`config.mk`:
```
export PLATFORM = sky130hd
export DESIGN_NAME = spi_slave_regbank
export DESIGN_NICKNAME = d
export VERILOG_FILES = /design/src/rtl/spi_slave_regbank_pkg.sv /design/src/rtl/spi_slave_regbank_phy.sv /design/src/rtl/spi_slave_regbank.sv
export SDC_FILE = /design/constraint.sdc
export NUM_CORES = 1
export LEC_CHECK = 0
export CORE_UTILIZATION = 40
export DETAILED_ROUTE_END_ITERATION = 6
export GPL_TIMING_DRIVEN = 0
export PLACE_DENSITY = 0.6
export SETUP_SLACK_MARGIN = 0.05
export SYNTH_ARGS = -nofsm -noshare
export SYNTH_HDL_FRONTEND = slang
export SYNTH_HIERARCHICAL = 1
export SYNTH_SLANG_ARGS = --single-unit
```
`constraint.sdc`:
```
create_clock -name clk_i -period 6.2 [get_ports clk_i]
set_input_delay 1.55 -clock clk_i [delete_from_list [all_inputs] [get_ports clk_i]]
set_output_delay 1.55 -clock clk_i [all_outputs]
set_load 0.02 [all_outputs]
```
`src/rtl/spi_slave_regbank_pkg.sv`:
```
// Shared types and constants for the SPI register-bank responder.
// Imported by the PHY and the top level.
package spi_slave_regbank_pkg;

  typedef enum logic [1:0] {
    ST_IDLE  = 2'd0,
    ST_CMD   = 2'd1,
    ST_WRITE = 2'd2,
    ST_READ  = 2'd3
  } state_t;

  localparam int BYTE_W     = 8;
  localparam int CMD_RW_BIT = 7;
  localparam int SYNC_DEPTH = 2;

endpackage

```
`src/rtl/spi_slave_regbank_phy.sv`:
```
// SPI mode-0 bit layer: input sync, edge detect, bit counter,
// RX shifter and MISO shifter with start/preload controls.
module spi_slave_regbank_phy
  import spi_slave_regbank_pkg::*;
(
  input  logic              clk_i,
  input  logic              rst_i,
  input  logic              spi_sclk_i,
  input  logic              spi_cs_i,
  input  logic              spi_mosi_i,
  input  logic              tx_start,
  input  logic              tx_load,
  input  logic [BYTE_W-1:0] tx_byte,
  output logic              byte_done,
  output logic [BYTE_W-1:0] rx_byte,
  output logic              cs_fall,
  output logic              cs_rise,
  output logic              cs_sync,
  output logic              miso
);

  logic [SYNC_DEPTH-1:0] sclk_sy;
  logic [SYNC_DEPTH-1:0] cs_sy;
  logic [SYNC_DEPTH-1:0] mosi_sy;
  logic                  sclk_d;
  logic                  cs_d;
  logic                  sclk_s;
  logic                  mosi_s;
  logic                  sclk_rise;
  logic                  sclk_fall;
  logic                  active;
  logic [2:0]            bit_cnt;
  logic [BYTE_W-1:0]     rx_q;
  logic [BYTE_W-1:0]     tx_q;
  logic                  miso_q;

  assign sclk_s    = sclk_sy[SYNC_DEPTH-1];
  assign cs_sync   = cs_sy[SYNC_DEPTH-1];
  assign mosi_s    = mosi_sy[SYNC_DEPTH-1];
  assign sclk_rise = sclk_s & ~sclk_d;
  assign sclk_fall = ~sclk_s & sclk_d;
  assign cs_fall   = ~cs_sync & cs_d;
  assign cs_rise   = cs_sync & ~cs_d;
  assign active    = ~cs_sync;

  assign rx_byte   = {rx_q[BYTE_W-2:0], mosi_s};
  assign byte_done = sclk_rise & active & (bit_cnt == 3'd7);
  assign miso      = miso_q;

  // CS resets low so a CS held low across reset gives no falling edge
  always_ff @(posedge clk_i or posedge rst_i) begin
    if (rst_i) begin
      sclk_sy <= '0;
      cs_sy   <= '0;
      mosi_sy <= '0;
      sclk_d  <= 1'b0;
      cs_d    <= 1'b0;
    end else begin
      sclk_sy <= {sclk_sy[SYNC_DEPTH-2:0], spi_sclk_i};
      cs_sy   <= {cs_sy[SYNC_DEPTH-2:0], spi_cs_i};
      mosi_sy <= {mosi_sy[SYNC_DEPTH-2:0], spi_mosi_i};
      sclk_d  <= sclk_s;
      cs_d    <= cs_sync;
    end
  end

  always_ff @(posedge clk_i or posedge rst_i) begin
    if (rst_i) begin
      bit_cnt <= '0;
      rx_q    <= '0;
    end else if (!active) begin
      bit_cnt <= '0;
    end else if (sclk_rise) begin
      bit_cnt <= bit_cnt + 3'd1;
      rx_q    <= rx_byte;
    end
  end

  // preload parks the byte; its MSB goes out on the next SCLK fall
  always_ff @(posedge clk_i or posedge rst_i) begin
    if (rst_i) begin
      tx_q   <= '0;
      miso_q <= 1'b0;
    end else if (tx_start) begin
      tx_q   <= {tx_byte[BYTE_W-2:0], 1'b0};
      miso_q <= tx_byte[BYTE_W-1];
    end else if (tx_load) begin
      tx_q   <= tx_byte;
    end else if (!active) begin
      miso_q <= 1'b0;
    end else if (sclk_fall) begin
      miso_q <= tx_q[BYTE_W-1];
      tx_q   <= {tx_q[BYTE_W-2:0], 1'b0};
    end
  end

endmodule

```
`src/rtl/spi_slave_regbank.sv`:
```
// SPI responder with a byte-wide register bank:
// command/address/data framing, auto-increment, write notify.
module spi_slave_regbank
  import spi_slave_regbank_pkg::*;
#(
  parameter int unsigned        ADDR_W      = 4,
  parameter logic [BYTE_W-1:0]  STATUS_BYTE = 8'hA5
) (
  input  logic              clk_i,
  input  logic              rst_i,
  input  logic              spi_sclk_i,
  input  logic              spi_cs_i,
  input  logic              spi_mosi_i,
  output logic              spi_miso_o,
  input  logic [ADDR_W-1:0] reg_addr_i,
  output logic [BYTE_W-1:0] reg_data_o,
  output logic              wr_strobe_o,
  output logic [ADDR_W-1:0] wr_addr_o,
  output logic [BYTE_W-1:0] wr_data_o,
  output logic              busy_o
);

  localparam int DEPTH = 2 ** ADDR_W;

  state_t            state;
  state_t            state_n;
  logic [ADDR_W-1:0] addr_q;
  logic [ADDR_W-1:0] addr_nx;
  logic [BYTE_W-1:0] bank [DEPTH];

  logic              byte_done;
  logic [BYTE_W-1:0] rx_byte;
  logic              cs_fall;
  logic              cs_rise;
  logic              cs_sync;
  logic              tx_start;
  logic              tx_load;
  logic [BYTE_W-1:0] tx_byte;
  logic              we;
  logic              addr_set;
  logic              addr_inc;

  spi_slave_regbank_phy u_phy (
    .clk_i      (clk_i),
    .rst_i      (rst_i),
    .spi_sclk_i (spi_sclk_i),
    .spi_cs_i   (spi_cs_i),
    .spi_mosi_i (spi_mosi_i),
    .tx_start   (tx_start),
    .tx_load    (tx_load),
    .tx_byte    (tx_byte),
    .byte_done  (byte_done),
    .rx_byte    (rx_byte),
    .cs_fall    (cs_fall),
    .cs_rise    (cs_rise),
    .cs_sync    (cs_sync),
    .miso       (spi_miso_o)
  );

  assign addr_nx    = addr_q + 1'b1;
  assign reg_data_o = bank[reg_addr_i];
  assign busy_o     = (state != ST_IDLE) & ~cs_sync;

  always_ff @(posedge clk_i or posedge rst_i) begin
    if (rst_i) state <= ST_IDLE;
    else       state <= state_n;
  end

  always_comb begin
    state_n  = state;
    tx_start = 1'b0;
    tx_load  = 1'b0;
    tx_byte  = STATUS_BYTE;
    we       = 1'b0;
    addr_set = 1'b0;
    addr_inc = 1'b0;
    if (cs_rise) begin
      state_n = ST_IDLE;
    end else begin
      unique case (state)
        ST_IDLE: begin
          if (cs_fall) begin
            tx_start = 1'b1;
            state_n  = ST_CMD;
          end
        end
        ST_CMD: begin
          if (byte_done) begin
            addr_set = 1'b1;
            tx_load  = 1'b1;
            if (rx_byte[CMD_RW_BIT]) begin
              tx_byte = bank[rx_byte[ADDR_W-1:0]];
              state_n = ST_READ;
            end else begin
              state_n = ST_WRITE;
            end
          end
        end
        ST_WRITE: begin
          if (byte_done) begin
            we       = 1'b1;
            addr_inc = 1'b1;
            tx_load  = 1'b1;
          end
        end
        ST_READ: begin
          if (byte_done) begin
            addr_inc = 1'b1;
            tx_load  = 1'b1;
            tx_byte  = bank[addr_nx];
          end
        end
        default: state_n = ST_IDLE;
      endcase
    end
  end

  always_ff @(posedge clk_i or posedge rst_i) begin
    if (rst_i) begin
      addr_q      <= '0;
      wr_strobe_o <= 1'b0;
      wr_addr_o   <= '0;
      wr_data_o   <= '0;
      for (int i = 0; i < DEPTH; i++) bank[i] <= '0;
    end else begin
      wr_strobe_o <= we;
      if (addr_set)      addr_q <= rx_byte[ADDR_W-1:0];
      else if (addr_inc) addr_q <= addr_nx;
      if (we) begin
        bank[addr_q] <= rx_byte;
        wr_addr_o    <= addr_q;
        wr_data_o    <= rx_byte;
      end
    end
  end

endmodule

```
# Yosys cells after proc, flatten, opt, wreduce, memory -nomap -nowiden
# Cells that the tools add are included.
word_totals:
  regBits: 174
  out_inout_bits: 23
  wordCells: 120
  in_bits: 9
classes:
  mux: 46
  reduce_logical: 14
  eq_ne: 8
  n_addsub: 2
  n_lt_le_gt_ge: 5
  bitwise: 15
op_table:
  columns: ["op", "n"]
  rows:
  - ["bitwise mux 128 bit", 1]
  - ["two-way mux 8 bit", 15]
  - ["binary-select mux 8 bit (select 4 bit)", 3]
  - ["demux 8 bit (select 4 bit)", 1]
  - [">= comparator 5 bit, second input constant", 4]
  - ["inverter 4 -> 5 bit", 4]
  - ["two-way mux 1 bit", 17]
  - ["case mux 8 bit (2 select lines)", 1]
  - ["inequality test 3 bit, second input constant", 3]
  - ["nonzero test 3 bit", 3]
  - ["two-way mux 4 bit", 2]
  - ["bitwise AND 1 bit", 7]
  - ["two-way mux 2 bit", 3]
  - ["two-way mux 3 bit", 2]
  - ["AND reduction 2 bit", 3]
  - ["nonzero test 2 bit", 3]
  - ["< comparator 5 x 1 -> 1 bit, second input constant", 1]
  - ["adder 4 x 1 -> 4 bit, second input constant", 1]
  - ["== test 2 bit, second input constant", 2]
  - ["inverter 1 bit", 4]
  - ["case mux 2 bit (2 select lines)", 1]
  - ["adder 3 x 1 -> 3 bit, second input constant", 1]
  - ["== test 3 bit, second input constant", 1]
  - ["AND reduction 3 bit", 1]
  - ["6 further kinds", 6]

# Depth between registers and ports, before layout
logic_depth:
  word_depth: 10
  ltp_mapped: 12
  ltp_nobuf: 10

# Cells and area by module
# Netlist, hierarchy kept.
modules_own_cells:
  columns: ["mod", "cells_each", "seq_area_each_um2", "n_inst", "area_each_um2"]
  rows:
  - ["spi_slave_regbank", 620, 3678.5, 1, 9023.7]
  - ["spi_slave_regbank_phy", 93, 675.6, 1, 1152.4]

# Worst setup path before layout
# Ideal clock, no wire load.
synth_timing:
  kind: "input to output"
  startpoint: "input port reg_addr_i[1]"
  endpoint: "output port reg_data_o[0]"
  n_path_buf: 3
  required_time_ps: 4650
  path_stages: 5
  arrival_ps: 3032
  slack_ps: 1618
  cell_sequence: "buf_2 > buf_2 > buf_2 > mux4_2 > mux4_2"
synth_via:
  elab_chain_cells: 4
synth_rtl:
  columns: ["item", "line", "text"]
  rows:
  - ["start, declared", "spi_slave_regbank.sv:15", "input logic [ADDR_W-1:0] reg_addr_i,"]
  - ["inverter 4 -> 5 bit (not written as such)", "spi_slave_regbank.sv:61", "assign reg_data_o = bank[reg_addr_i];"]
  - ["binary-select mux 8 bit (select 4 bit)", "spi_slave_regbank.sv:61", null]
  - ["two-way mux 8 bit (not written as such) (2 in a row)", "spi_slave_regbank.sv:61", null]
  - ["end, declared", "spi_slave_regbank.sv:16", "output logic [BYTE_W-1:0] reg_data_o,"]
# Every way passes these cells. The select of a mux whose other input is x is not followed.

# Worst setup path after layout
layout_timing:
  startpoint: "input port reg_addr_i[1]"
  endpoint: "output port reg_data_o[5]"
# Same word-level chain as after synthesis.

==> metrics.cfg <==
[die]
initial_core_util_pct=40.64
core_region_area_mm2=0.02504
rows=58
io_pins=32
die-area_mm2=0.02608
die_w_um=161.5
fp.dieH_um=161.5

[synthesis]
synth_edf_count=0
syn_inst=713
synth-simple-area-share_pct=7.168
synth_fa_ha_area_share_pct=0.7377
async_flop_share_pct=100.0
netlist_area_mm2=0.01018
muxShareOfSynthArea_pct=40.51
synth_top_family_by_area=multiplexers
syn_avg_cell_area_um2=14.27
yosys_warnings=6
synth_seq_area_share_pct=42.79
synth_ff_type=dfrtp_1
ys_types=54
synth_compound_area_share_pct=5.226
ys_ff_latch=174
synthXorXnorAreaFrac_pct=0.3320
syn-num-nets=728

[critical_path]
startpoint_type=input port
worstSetupEndpoint=reg_data_o[5]
cp.arrival_ns=4.20
timing.rr.end=u_phy/tx_q[7]$_DFFE_PP0P_
reg2reg_from=addr_q[0]$_DFFE_PP0P_
endpoint_kind=primary output
crit_path_start=reg_addr_i[1]
crit_path_max_fanout=10
reg2reg_slack_ns=1.73
path_class=in -> out
worstRegToRegCells=12
crit_required_ns=4.65

[power]
finalPower_mw=2.636
vdd.ir_drop.worst_uv=221.9
p_per_area_mw_per_mm2=230.2
p_leak_nw=4.974

[global_route]
grt_pass1_vias=7298
grt_max_degree=91
grt_pass1_wl_um=44490
antenna_found_initial=0
grt_usage_pct=23.23
grt_overflow_total=0

[final_layout]
n_antenna_cell=0
final_cell_mix=174 x dfrtp_1, 157 x mux2_2, 84 x mux4_2
nFillCells=2231
postLayoutCellArea_mm2=0.01145
syn_to_final_growth_pct=12.53
layout_commonest_cell=dfrtp_1
drive_gt1_share_pct=43.13
design.final.nets=775
finish.utilization_pct=45.74

[clock_network]
clockBufferDepth=2
cts_hold_buf=0
root_buffer=clkbuf_16
cts.sinks=174
h-tree-depth=4
post_cts_buffers=0
postCtsResizedCells=0
cts-buffers-inserted=17
insertion_delay_ns=0.44
cts_tree=yes
cts.reportedPaths.clkPinSlew_ns=0.06

[run]
maxCapViolCount=0

[sta]
max_freq_mhz=173.9
worst_pin_slew_ns=1.012
grt_setup_unrepaired=false
timing.hold.ws_ns=0.3512
hold_viol=0
slew_headroom_pct=31.55
slew_violations=0
clock_skew_ns=0.01430
min_period_ns=5.752
fin_ws_ns=0.4484
setup_viol=0
timing.final.crit_share_pct=92.77

[placed_design]
dp.final_hpwl_um=20590
place_area_mm2=0.01089
gp_congestion=0.9288
portBuffers=27
place_ws_ns=0.4727

[drt]
drtIter0Drc=605
ant_nets=0
wl_per_cell_um=26.30
first_pass_iters=5
drc_errors=0
vias_per_cell=6.226
drt-total-wl_um=28980
vias=6861

[outcome]
status=finished, final reports clean

[min_path]
hold_class=reg -> reg

## report_power, final
| part | total (mW) | internal, mW | leakage, nW | switching [mW] |
|---|---|---|---|---|
| registers | 1.22 | 1.17 | 2.39 | 0.0555 |
| clock network | 1.04 | 0.567 | 0.265 | 0.469 |
| logic | 0.377 | 0.118 | 2.32 | 0.259 |
## how the worst min path moves through the flow
stage	start	end	slack [ns]	cells after the start
2_1_floorplan	u_phy/cs_sy[0]$_DFF_PP0_	u_phy/cs_sy[1]$_DFF_PP0_	0.33	0
3_3_place_gp	u_phy/cs_sy[0]$_DFF_PP0_	u_phy/cs_sy[1]$_DFF_PP0_	0.34	0
3_5_place_dp	u_phy/mosi_sy[0]$_DFF_PP0_	u_phy/mosi_sy[1]$_DFF_PP0_	0.34	0
4_1_cts	u_phy/mosi_sy[0]$_DFF_PP0_	u_phy/mosi_sy[1]$_DFF_PP0_	0.36	0
5_1_grt	u_phy/mosi_sy[0]$_DFF_PP0_	u_phy/mosi_sy[1]$_DFF_PP0_	0.37	0
6_report	u_phy/mosi_sy[0]$_DFF_PP0_	u_phy/mosi_sy[1]$_DFF_PP0_	0.35	0
## stage by stage
stage	std cells	TNS, ns
after floorplan	713	0
after global placement	1070	-179.48
after detailed placement	1071	0
after CTS	1102	0
after global routing	1102	0
final	1102	0
## cell usage after synthesis, types with 2 or more instances
cell type	instances	area [µm²]
o221ai_1	7	61.31
nor2b_1	14	87.58
mux4_2	84	1892
nand3b_1	2	15.01
nand3_2	6	60.06
and3_1	5	31.28
buf_6	3	33.78
clkbuf_1	19	71.32
a22oi_1	20	150.1
nor3b_1	2	15.01
nor2_2	2	12.51
mux2_2	157	1768
nand4_4	4	85.08
and2_1	2	12.51
dfrtp_1	174	4354
a21oi_1	9	45.04
a211oi_1	8	60.06
nand3_4	6	105.1
nand2_1	28	105.1
nor2_1	7	26.28
buf_1	3	11.26
mux2i_1	44	440.4
ha_1	6	75.07
mux2_1	2	22.52
a32oi_1	5	43.79
a2111oi_0	4	35.03
nand3_1	3	15.01
nand2b_1	5	31.28
inv_1	7	26.28
buf_4	7	52.55
o22ai_1	9	56.30
nor3_1	2	10.01
buf_2	25	125.1
o21ai_0	12	60.06
## per-layer routing
metal  part of all wire [%]  GRT usage (%)
met1                     43          30.81
met2                     48          37.09
met3                    6.0          4.366
met4                    3.6          10.25
met5                      0         0.9470
## layout make-up
cell class	instances	area, µm²	area share, %
multi-input cells	473	5493	47.97
plain buffers	58	299.0	2.611
flip-flops and latches	174	4354	38.02
repair buffers	28	297.8	2.601
clock inverters	11	112.6	0.9834
clock buffers	20	446.7	3.901
inverters	8	35.03	0.3059
well taps	330	412.9	3.606
## cell families after synthesis
kind of cell,count (synthesis)
multiplexers,287
flip-flops,174
AND/OR/NAND/NOR,100
AO/OA/AOI/OAI,77
buffers and inverters,66
adder cells (fa/ha/maj),6
XOR/XNOR,3
## critical path, cell delays in order
cell             delay [ns]
buf_2                  0.27
buf_2                  0.41
buf_2                  0.46
mux4_2                 0.39
mux4_2                 0.53
clkdlybuf4s50_1        0.57
## sequential cells by signal (all words and copies together) (netlist names), 3 cells and up
register	count
u_phy/tx_q	8
bank	128
u_phy/bit_cnt	3
u_phy/rx_q	7
wr_addr_o	4
addr_q	4
wr_data_o	8
(Power assumes the default switching activity.)
